[config.mk]
export PLATFORM = sky130hd
export DESIGN_NAME = packet_assembler
export DESIGN_NICKNAME = d
export VERILOG_FILES = /design/src/rtl/packet_assembler.sv
export SDC_FILE = /design/constraint.sdc
export NUM_CORES = 1
export LEC_CHECK = 0
export ABC_AREA = 1
export BUFFER_PORTS_ARGS = -buffer_cell sky130_fd_sc_hd__buf_2
export CORE_ASPECT_RATIO = 1.25
export CORE_MARGIN = 1
export CORE_UTILIZATION = 45
export CTS_CLUSTER_DIAMETER = 40
export DETAILED_ROUTE_END_ITERATION = 16
export SLEW_MARGIN = 15
export SYNTH_ARGS = -nofsm -noshare
export SYNTH_HDL_FRONTEND = slang
export SYNTH_SLANG_ARGS = --single-unit
[constraint.sdc]
create_clock -name clk -period 5.1 [get_ports clk]
set_input_delay 0.255 -clock clk [delete_from_list [all_inputs] [get_ports clk]]
set_output_delay 0.255 -clock clk [all_outputs]
set_load 0.05 [all_outputs]
[src/rtl/packet_assembler.sv]
// packet_assembler: reassembles NoC flits into packets across concurrent contexts and queues
// completed packets in a show-ahead FIFO for the core.
module packet_assembler #(
    parameter int NODE_COUNT      = 8,
    parameter int PACKET_ID_WIDTH = 5,
    parameter int PAYLOAD         = 32,
    parameter int FLIT_PAYLOAD    = 8,
    parameter int CONTEXTS        = 4,
    parameter int OUT_DEPTH       = 4,
    localparam int SRC_W          = $clog2(NODE_COUNT),
    localparam int FLIT_COUNT     = (PAYLOAD + FLIT_PAYLOAD - 1) / FLIT_PAYLOAD,
    localparam int IDX_W          = FLIT_COUNT > 1 ? $clog2(FLIT_COUNT) : 1,
    localparam int FLIT_W         = 1 + SRC_W + FLIT_PAYLOAD + PACKET_ID_WIDTH + SRC_W + IDX_W
) (
    input  logic                       clk,
    input  logic                       rst,
    input  logic                       ce,
    input  logic [FLIT_W-1:0]          flit_in,
    input  logic                       flit_valid,
    output logic                       flit_ready,
    output logic [PAYLOAD-1:0]         packet_out,
    output logic [SRC_W-1:0]           src_out,
    output logic [PACKET_ID_WIDTH-1:0] id_out,
    output logic                       valid_out,
    input  logic                       ready_in,
    output logic                       drop
);
    localparam int CTX_W = CONTEXTS > 1 ? $clog2(CONTEXTS) : 1;
    localparam int PTR_W = OUT_DEPTH > 1 ? $clog2(OUT_DEPTH) : 1;
    localparam int CNT_W = $clog2(OUT_DEPTH + 1);
    localparam int BUF_W = FLIT_COUNT * FLIT_PAYLOAD;

    typedef enum logic [1:0] {FREE, FILL, DONE} ctx_state_t;

    ctx_state_t                 state_q [CONTEXTS];
    ctx_state_t                 state_d [CONTEXTS];
    logic [FLIT_COUNT-1:0]      mask_q  [CONTEXTS];
    logic [BUF_W-1:0]           data_q  [CONTEXTS];
    logic [SRC_W-1:0]           src_q   [CONTEXTS];
    logic [PACKET_ID_WIDTH-1:0] id_q    [CONTEXTS];

    logic [PAYLOAD-1:0]         fifo_pkt [OUT_DEPTH];
    logic [SRC_W-1:0]           fifo_src [OUT_DEPTH];
    logic [PACKET_ID_WIDTH-1:0] fifo_id  [OUT_DEPTH];
    logic [PTR_W-1:0]           rd_ptr, wr_ptr;
    logic [CNT_W-1:0]           count;

    logic                       f_valid;
    logic [IDX_W-1:0]           f_idx;
    logic [SRC_W-1:0]           f_src;
    logic [PACKET_ID_WIDTH-1:0] f_id;
    logic [FLIT_PAYLOAD-1:0]    f_data;
    logic                       unused_dest;

    logic                       any_free, any_done, hit;
    logic [CTX_W-1:0]           free_sel, done_sel, hit_sel, tgt;
    logic                       accept, bad, dup, discard, write, push, pop;
    logic [FLIT_COUNT-1:0]      new_mask;

    assign f_valid     = flit_in[FLIT_W-1];
    assign f_idx       = flit_in[IDX_W-1:0];
    assign f_src       = flit_in[IDX_W +: SRC_W];
    assign f_id        = flit_in[IDX_W+SRC_W +: PACKET_ID_WIDTH];
    assign f_data      = flit_in[IDX_W+SRC_W+PACKET_ID_WIDTH +: FLIT_PAYLOAD];
    assign unused_dest = ^flit_in[FLIT_W-2 -: SRC_W];

    // descending scan so the lowest matching index wins
    always_comb begin
        any_free = 1'b0;
        free_sel = '0;
        any_done = 1'b0;
        done_sel = '0;
        hit      = 1'b0;
        hit_sel  = '0;
        for (int i = CONTEXTS - 1; i >= 0; i--) begin
            if (state_q[i] == FREE) begin
                any_free = 1'b1;
                free_sel = CTX_W'(i);
            end
            if (state_q[i] == DONE) begin
                any_done = 1'b1;
                done_sel = CTX_W'(i);
            end
            if (state_q[i] == FILL && src_q[i] == f_src && id_q[i] == f_id) begin
                hit     = 1'b1;
                hit_sel = CTX_W'(i);
            end
        end
    end

    assign flit_ready = ce & ~rst & any_free;
    assign accept     = flit_valid & flit_ready;
    assign bad        = ~f_valid | (int'(f_idx) >= FLIT_COUNT);
    assign dup        = hit & mask_q[hit_sel][f_idx];
    assign discard    = bad | dup;
    assign write      = accept & ~discard;
    assign tgt        = hit ? hit_sel : free_sel;
    assign new_mask   = (hit ? mask_q[hit_sel] : '0) | (FLIT_COUNT'(1) << f_idx);
    assign valid_out  = count != '0;
    assign push       = ce & any_done & (count != CNT_W'(OUT_DEPTH));
    assign pop        = ce & valid_out & ready_in;

    always_comb begin
        state_d = state_q;
        if (push) state_d[done_sel] = FREE;
        if (write) state_d[tgt] = &new_mask ? DONE : FILL;
    end

    always_ff @(posedge clk) begin
        if (rst) begin
            for (int i = 0; i < CONTEXTS; i++) begin
                state_q[i] <= FREE;
                mask_q[i]  <= '0;
            end
        end else begin
            state_q <= state_d;
            if (write) mask_q[tgt] <= new_mask;
        end
    end

    always_ff @(posedge clk) begin
        if (write) begin
            data_q[tgt][f_idx*FLIT_PAYLOAD +: FLIT_PAYLOAD] <= f_data;
            src_q[tgt] <= f_src;
            id_q[tgt]  <= f_id;
        end
        if (push) begin
            fifo_pkt[wr_ptr] <= data_q[done_sel][PAYLOAD-1:0];
            fifo_src[wr_ptr] <= src_q[done_sel];
            fifo_id[wr_ptr]  <= id_q[done_sel];
        end
    end

    always_ff @(posedge clk) begin
        if (rst) begin
            rd_ptr <= '0;
            wr_ptr <= '0;
            count  <= '0;
            drop   <= 1'b0;
        end else begin
            drop <= accept & discard;
            if (push) wr_ptr <= wr_ptr == PTR_W'(OUT_DEPTH - 1) ? '0 : wr_ptr + 1'b1;
            if (pop) rd_ptr <= rd_ptr == PTR_W'(OUT_DEPTH - 1) ? '0 : rd_ptr + 1'b1;
            count <= count + CNT_W'(push) - CNT_W'(pop);
        end
    end

    assign packet_out = valid_out ? fifo_pkt[rd_ptr] : '0;
    assign src_out    = valid_out ? fifo_src[rd_ptr] : '0;
    assign id_out     = valid_out ? fifo_id[rd_ptr] : '0;
endmodule

---- Yosys cells after proc, flatten, opt, wreduce, memory -nomap -nowiden ----
Memory sizes are Yosys's and may differ from the RTL's. A register that Yosys moved wholly into a read port is not among the register bits.
Cells that the tools add are included.
cells by class
  add/subtract/negate cells ............... 5
  divide/modulo/power cells ............... 0
  equality and inequality tests ........... 19
  $mul .................................... 0
  magnitude comparators ................... 5
  shift-type cells ........................ 3
  reductions and logical operators ........ 17
  bitwise gates (word level) .............. 19
  multiplexer cells ....................... 59
operators by type and width
  cell                       number
  $mux W32                   2
  $mux W2                    25
  $neg A5 Y34                1
  $shift A8 B34 Y32 const A  1
  $shiftx A8 B34 Y32         1
  $mux W1                    22
  $eq A5 B5 Y1               4
  $mux W8                    2
  $eq A2 B2 Y1 const B       6
  $eq A3 B3 Y1               4
  $and A1 B1 Y1              10
  $logic_and A1 B1 Y1        10
  $and A8 B8 Y8              1
  $bwmux W8                  1
  $demux W2 S2               2
  $eq A2 B1 Y1 const B       4
  $logic_not A2 Y1           4
  $mux W4                    2
  $not A8 Y8                 1
  $ge A3 B3 Y1 const B       2
  $lt A3 B1 Y1 const B       2
  $not A2 Y3                 2
  $mux W5                    1
  $add A2 B1 Y2 const B      2
  13 further kinds           15
word-level totals
  memories kept ........................... 7
  bits in registers ....................... 16
  bits of input ports ..................... 27
  memory bits (writable) .................. 336
  bits in read-only memories .............. 0
  logic and storage cells ................. 142
  latch bits .............................. 0
  output and inout bits ................... 43
memories
  name             depth  width  read ports  clocked after memory_dff  wr ports  RTL line  source
  data_q           4      32     1           0                         1         38        logic [BUF_W-1:0] data_q [CONTEXTS];
  fifo_pkt         4      32     1           1                         1         42        logic [PAYLOAD-1:0] fifo_pkt [OUT_DEPTH];
  fifo_id          4      5      1           1                         1         44        logic [PACKET_ID_WIDTH-1:0] fifo_id [OUT_DEPTH];
  id_q             4      5      5           0                         1         40        logic [PACKET_ID_WIDTH-1:0] id_q [CONTEXTS];
  mask_q           4      4      1           0                         4         37        logic [FLIT_COUNT-1:0] mask_q [CONTEXTS];
  fifo_src         4      3      1           1                         1         43        logic [SRC_W-1:0] fifo_src [OUT_DEPTH];
  1 more memories  n/a    n/a    n/a         n/a                       n/a       n/a

---- Logic depth before layout (Yosys ltp) ----
Gate-level depths: netlist of run 1.
An unclocked memory read counts as a cell.
  depth after elaboration ................. 19
  mapped depth ............................ 22
  mapped depth without buffers ............ 22

---- Worst setup path after synthesis of run 1 ----
Ideal clock, no wire load.
  kind .................................... reg2reg
  start ................................... reg state_q[6] (netlist name)
  end ..................................... mem data_q[3][10] (netlist name) (enable)
  required time ........................... 4730 ps
  setup slack ............................. 1528 ps
  clock period less this slack ............ 3572 ps
  path buffers ............................ 0
  setup time .............................. 370 ps
  cell stages (with the launch flop) ...... 10
  arrival ................................. 3202 ps
  cell sequence ........................... dfxtp_1 nor2_1 nor2_1 a211oi_1 nand2_1 inv_1 nand3_4 nor2_4 inv_1 nor2_1
on the way
  elaborated cells on any way between the ends .. 20
  those cells by class .................... eq/ne: 1; mux: 9; bitwise: 6; reduce/logical: 3; memory: 1
RTL lines
  item                            RTL line  source
  start: declaration              35        ctx_state_t state_q [CONTEXTS];
  start signal: assignment        116       state_q <= state_d;
  $logic_not A2 Y1                76        if (state_q[i] == FREE) begin
  $mux W1                         76
  $and A1 B1 Y1                   91        assign flit_ready = ce & ~rst & any_free;
  via flit_ready                  20        output logic flit_ready,
  $and A1 B1 Y1                   92        assign accept = flit_valid & flit_ready;
  $and A1 B1 Y1                   96        assign write = accept & ~discard;
  $mux W1                         122       if (write) begin
  $mux W32 (not written as such)  123       data_q[tgt][f_idx*FLIT_PAYLOAD +: FLIT_PAYLOAD] <= f_data;
  end: declaration                38
The timed path passes the listed nets, and every way through them passes these cells. The select of a mux whose other input is x is not followed.

==> out/qor.yml, run 1 <==
ios: 70
syn_to_final_growth_pct: 14.1
slew_violations: 0
fill_cells: 2817
finalCritPeriodShare: 0.748
drt_iter0_drc: 732
gp_congestion: 0.907
antenna_left: 0
ctsResizeCount: 0
dp_cells: 1782
clockRootBuffer: "clkbuf_16"
cts.clk_slew.worst_paths_ns: 0.06
rsz0062_at_grt: "false"
netlist_instances: 1333
start_kind: "flip-flop"
synth_warnings: 0
grt_start_max_net_pins: 81
setup_tns_ns: 0
reg2reg_from: "id_q[2][3]$_DFFE_PP_"
die_w_um: 165
timing.rr.end: "data_q[3][18]$_DFFE_PP_"
power.density_nw_per_um2: 414
hold_path.startpoint: "flit_in[6]"
wl_met3_um: 1480
grt_usage: 0.211
hp-class: "input port to flip-flop"
critical_path.most_common_cell: "nand3_1"
cp_max_fo: 10
worstHoldEndpoint: "id_q[2][1]$_DFFE_PP_"
critical-path-top-delay-family: "simple AND/OR/NAND/NOR gates"
grt_pass1_vias: 9628
arrival_ns: 3.97
die_area_um2: 34000
max_slew.worst_pin.slew_ns: 1.02
dpl.hpwl_um: 21800
synth_cell_types: 32
worstPathCellList: "inv_1, nor2_1, nor3_1, nand3_1, o21ai_2, inv_1, nor2_2, nand3_1, nand3_1, nand3_1, nand2_2, nand3_4, nor2_4, inv_1, nor2_1"
total_power_w: 0.00705
nNetsFinal: 1449
leakage_nw: 6.48
fin_cells: 1854
top_layer_used: "met4"
slew-limit-headroom: 0.318
setup_viol: 0
hold_viol_final: 0
antenna_found_initial: 0
clkLatencyLatePin_ns: 0.54
skew_ns: 0.0217
drive_gt1_frac: 0.121
drv_cap: 0
viasPerCell: 5.27
fp.dieH_um: 206
port_buffers: 66
mostFrequentLayoutCell: "edfxtp_1"
synthesis.nets: 1376
post_cts_buffers: 0
gr-total-overflow: 0
max_stage_delay_ns: 0.69
start_util: 0.457
syn-mean-instance-area_um2: 11.2
status: "finished, final reports clean"
dr_wl_met2_um: 17600
via_count: 9778
diodes: 0
drc_errors: 0
grt_first_pass_wirelength_um: 53500
cts_num_sinks: 354
finish.utilization: 0.522
rr_worst_depth: 15
wirelength_um: 34600
synth.ff_latch_count: 354
cts_tree: "done"
cp.required_ns: 5.25
cts-buffers-inserted: 39
endpoint_kind: "flip-flop"
critPathSlowestCell: "nor2_1"
final_cell_mix: "336 x edfxtp_1, 254 x nor2_1, 189 x nand2_1, 129 x inv_1, 98 x o21ai_0"
rows: 74
critical_path_buf_inv_count: 3
hold-path-cell-count: 1
cts_buffer_depth: 3
max_freq_ghz: 0.262
wirelength_met1_um: 14700
firstDrtPassIters: 5
core_area_um2: 32700
crit_type: "flip-flop to flip-flop"
finalCriticalPeriod_ns: 3.82
htree_levels: 2
rrSetupSlack_ns: 1.28
irDropWorstVdd_mv: 0.292
wl_per_cell_um: 18.6
ys_seq_area_frac: 0.699
netlist_area_um2: 14900
## power by group
part	leakage [nW]	total (W)	switching, W	internal (W)
registers	3.31	0.00319	0.0000139	0.00317
clock network	0.612	0.00275	0.00116	0.00159
logic	2.56	0.00112	0.000896	0.000220
total	6.48	0.00705	0.00207	0.00499
## synthesized netlist by cell type (all sizes together)
| cell type | n | area (µm²) |
|---|---|---|
| edfxtp | 336 | 10100 |
| nor2 | 264 | 1020 |
| nand2 | 193 | 744 |
| inv | 136 | 510 |
| o21ai | 100 | 504 |
| nand3 | 76 | 393 |
| a21oi | 56 | 280 |
| clkbuf | 50 | 188 |
| o2111ai | 33 | 289 |
| dfxtp | 18 | 360 |
| nor3 | 16 | 80.1 |
| ha | 15 | 188 |
| nand4 | 10 | 62.6 |
| o22ai | 6 | 37.5 |
| xnor2 | 5 | 43.8 |
| xor2 | 5 | 43.8 |
| buf | 4 | 23.8 |
| a221o | 3 | 30.0 |
| a211oi | 2 | 15.0 |
| or2 | 2 | 12.5 |
| and2 | 1 | 6.26 |
| fa | 1 | 20.0 |
| o211a | 1 | 10.0 |
## per-layer routing
metal | vias to the layer above | global-route usage
met1 | 4707 | 0.268
met5 | - | 0
met4 | 0 | 0.0763
met2 | 251 | 0.366
li1 | 4756 | -
met3 | 64 | 0.0290
## sequential cells by signal, summed over array words and instances (netlist names), named ones only
name	flops
wr_ptr	2
rd_ptr	2
fifo_src	12
mask_q	16
id_q	20
data_q	128
src_q	12
state_q	8
fifo_pkt	128
count	3
fifo_id	20
drop	1
## logic make-up after synthesis
kind of cell | Yosys count | synth area share
and+or+nand+nor | 562 | 0.155
buffers and inverters | 190 | 0.0483
AOI/OAI and AO/OA | 201 | 0.0780
DFF | 354 | 0.699
adders and majority gates | 16 | 0.0139
xor gates and xnor gates | 10 | 0.00586
## metrics by stage
stage / hold WS (ns) / worst slack, ns / area, µm²
2_1_floorplan: 0.351 / 1.53 / 14900
3_3_place_gp: 0.481 / 1.32 / 15800
3_5_place_dp: 0.488 / 1.23 / 15800
4_1_cts: 0.00354 / 1.27 / 17100
5_1_grt: 0.0168 / 0.943 / 17100
6_report: 0.0199 / 1.28 / 17100
## repair_timing
item / in CTS / in global routing
endpoints found under the setup margin: 0 / 0
hold endpoints to repair: 1 / 0
hold buffers: 1 / 0
## worst max path at each step
stage	from	end	slack, ns	depth (start not counted)
4_1_cts	id_q[2][3]$_DFFE_PP_	data_q[3][4]$_DFFE_PP_	1.27	15
3_5_place_dp	flit_in[8]	data_q[3][4]$_DFFE_PP_	1.23	15
3_3_place_gp	flit_in[8]	data_q[3][15]$_DFFE_PP_	1.32	15
5_1_grt	id_q[2][3]$_DFFE_PP_	data_q[3][4]$_DFFE_PP_	0.94	15
2_1_floorplan	state_q[6]$_SDFF_PP0_	data_q[3][10]$_DFFE_PP_	1.53	9
6_report	id_q[2][3]$_DFFE_PP_	data_q[3][18]$_DFFE_PP_	1.28	15
## area by class of cell
cell class	instances	area, µm²	share of cell area
multi-input combinational	789	3820	0.224
clock inverter	26	228	0.0134
sequential	354	10500	0.613
inverter	136	510	0.0299
clock buffer	45	1040	0.0610
timing repair buffer	86	483	0.0283
tap	418	523	0.0307
Note: power is estimated with default switching activity, not from simulation.
==> run 2: changes to the inputs <==
==> constraint.sdc (replaced) <==
create_clock -name clk -period 3.3 [get_ports clk]
set_input_delay 0.165 -clock clk [delete_from_list [all_inputs] [get_ports clk]]
set_output_delay 0.165 -clock clk [all_outputs]
set_load 0.05 [all_outputs]
==> out/qor.yml, run 2 (same netlist as run 1, synthesis figures left out) <==
drt_iter0_drc: 704  # -3.8%
endpoint_kind: "flip-flop"
start_util: 0.457  # unchanged
htree_levels: 2  # unchanged
viasPerCell: 5.24  # -0.67%
mostFrequentLayoutCell: "edfxtp_1"
leakage_nw: 6.69  # +3.3%
max_freq_ghz: 0.331
cts.clk_slew.worst_paths_ns: 0.06  # about the same
intPower_w: 0.00797  # +60%
drc_errors: 0  # unchanged
status: "finished, final reports clean"
power_frac_clock: 0.404  # +0.014
crit_type: "input port to flip-flop"
worstPathCellList: "dlygate4sd3_1, buf_2, inv_2, nand2_1, nand2_1, nor2_1, nand3_1, o21ai_2, inv_1, nor2_2, nand3_1, nand4_1, nand3_1, nand2_2, nand3_4, nor2_4, inv_1, nor2_1, buf_4"
gp_congestion: 0.840  # -7.3%
post_cts_buffers: 0  # unchanged
fp.dieH_um: 206  # unchanged
max_slew.worst_pin.slew_ns: 0.929  # -0.0935 ns
die_w_um: 165  # unchanged
irDropWorstVdd_mv: 0.461  # +58%
antenna_left: 0  # unchanged
start_kind: "input port"
seqPwrFrac: 0.441  # -0.011
dpl.hpwl_um: 22000  # +1.0%
drive_gt1_frac: 0.136  # +0.0144
cp_max_fo: 10  # unchanged
p_switching_w: 0.00319  # +55%
use_met2: 0.358  # -0.00807
critical_path_buf_inv_count: 6  # +3
grt_util_met1: 0.269  # +0.000356
reg_top3: "data_q: 128 flops, fifo_pkt: 128 flops"
slew_violations: 0  # unchanged
cts_num_sinks: 354  # unchanged
clkLatencyLatePin_ns: 0.53  # about the same
critical_path.most_common_cell: "nand3_1"
cts_buffer_depth: 3  # unchanged
setup_tns_ns: 0  # unchanged
rows: 74  # unchanged
grt_start_max_net_pins: 54  # -33%
wl_per_cell_um: 18.2  # -2.5%
setup_viol: 0  # unchanged
die_area_um2: 34000  # unchanged
grt_first_pass_wirelength_um: 52600  # -1.7%
slew-limit-headroom: 0.380  # +0.0617
finish.utilization: 0.533  # +0.0117
arrival_ns: 3.24  # -0.73 ns
max_stage_delay_ns: 0.52  # -0.17 ns
grt_util_met3: 0.0316  # +0.00262
port_buffers: 66  # unchanged
antenna_found_initial: 0  # unchanged
power_frac_comb: 0.155  # -0.003
rsz0062_at_grt: "false"
skew_ns: 0.0141  # -0.00756 ns
cts_tree: "done"
power.density_nw_per_um2: 640  # +55%
ios: 70  # unchanged
gr-total-overflow: 0  # unchanged
diodes: 0  # unchanged
syn_to_final_growth_pct: 16.6
hp-class: "input port to flip-flop"
drv_cap: 0  # unchanged
final_cell_mix: "336 x edfxtp_1, 254 x nor2_1, 189 x nand2_1, 129 x inv_1, 98 x o21ai_0"
nNetsFinal: 1481  # +2.2%
core_area_um2: 32700  # unchanged
firstDrtPassIters: 5  # unchanged
cts-buffers-inserted: 40  # +2.6%
cp.required_ns: 3.52  # -1.73 ns
finalCritPeriodShare: 0.915
wirelength_um: 34300  # -0.82%
grt_usage: 0.207  # -0.00449
critical-path-top-delay-family: "simple AND/OR/NAND/NOR gates"
clockRootBuffer: "clkbuf_16"
hold_viol_final: 0  # unchanged
top_usage_layer: "met2"
p_sw_frac: 0.286  # -0.00679
via_count: 9880  # +1.0%
grt_pass1_vias: 9420  # -2.2%
finalCriticalPeriod_ns: 3.02
critPathSlowestCell: "dlygate4sd3_1"
-- run 2: metal layers --
metal,share of wire,vias to the layer above
met2,0.50,259
met3,0.052,44
met1,0.43,4757
met5,0,-
met4,0.018,0
li1,-,4820
-- run 2: cell type report --
cell class,count,area (µm²)
well taps,418,523
fillers,2787,15200
clock inverters,25,303
clock buffers,47,1050
repair buffers,117,778
multi-input cells,789,3820
inverters,136,510
flip-flops and latches,354,10500
-- run 2: metrics by stage --
| stage | hold slack [ns] | total power [W] | cell area, µm² | std cells | setup slack, ns |
|---|---|---|---|---|---|
| 3_5_place_dp | 0.444 | 0.00676 | 16000 | 1803 | 0.291 |
| 5_1_grt | 0.136 | 0.0115 | 17400 | 1886 | 0.00280 |
| 6_report | 0.0990 | 0.0112 | 17400 | 1886 | 0.282 |
| 4_1_cts | 0.0801 | 0.0112 | 17400 | 1886 | 0.276 |
| 3_3_place_gp | 0.449 | 0.00674 | 16000 | 1803 | 0.283 |
| 2_1_floorplan | 0.261 | 0.00628 | 15000 | 1333 | 0.132 |
-- run 2: worst paths after layout --
path                         start                     end  slack [ns]  cells after the start
min reg2reg  state_q[2]$_SDFF_PP0_   state_q[2]$_SDFF_PP0_        0.51                      2
max                     flit_in[6]  data_q[3][4]$_DFFE_PP_        0.28                     19
min                             ce  rd_ptr[1]$_SDFFE_PP0P_         0.1                      4
max reg2reg   id_q[2][3]$_DFFE_PP_  data_q[3][4]$_DFFE_PP_        0.29                     16
-- run 2: timing repair --
item	in CTS	in global routing
hold buffers	11	0
resized for setup	0	0
hold endpoints to repair	39	0
-- run 2: worst register-to-register path, delay by kind of cell (launching register included) --
family          cells  cell delay [ns]
buf+inv             4             0.57
flops               1             0.35
simple gates       11             1.67
compound gates      1             0.13
-- run 2: power by group through the flow --
| stage | Clock [W] | Combinational [W] | Sequential [W] |
|---|---|---|---|
| final | 0.00451 | 0.00173 | 0.00493 |
| after global routing | 0.00474 | 0.00186 | 0.00493 |
| after CTS | 0.00456 | 0.00175 | 0.00493 |
| after detailed placement | 0 | 0.00174 | 0.00502 |
| after global placement | 0 | 0.00172 | 0.00502 |
| after floorplan | 0 | 0.00127 | 0.00502 |
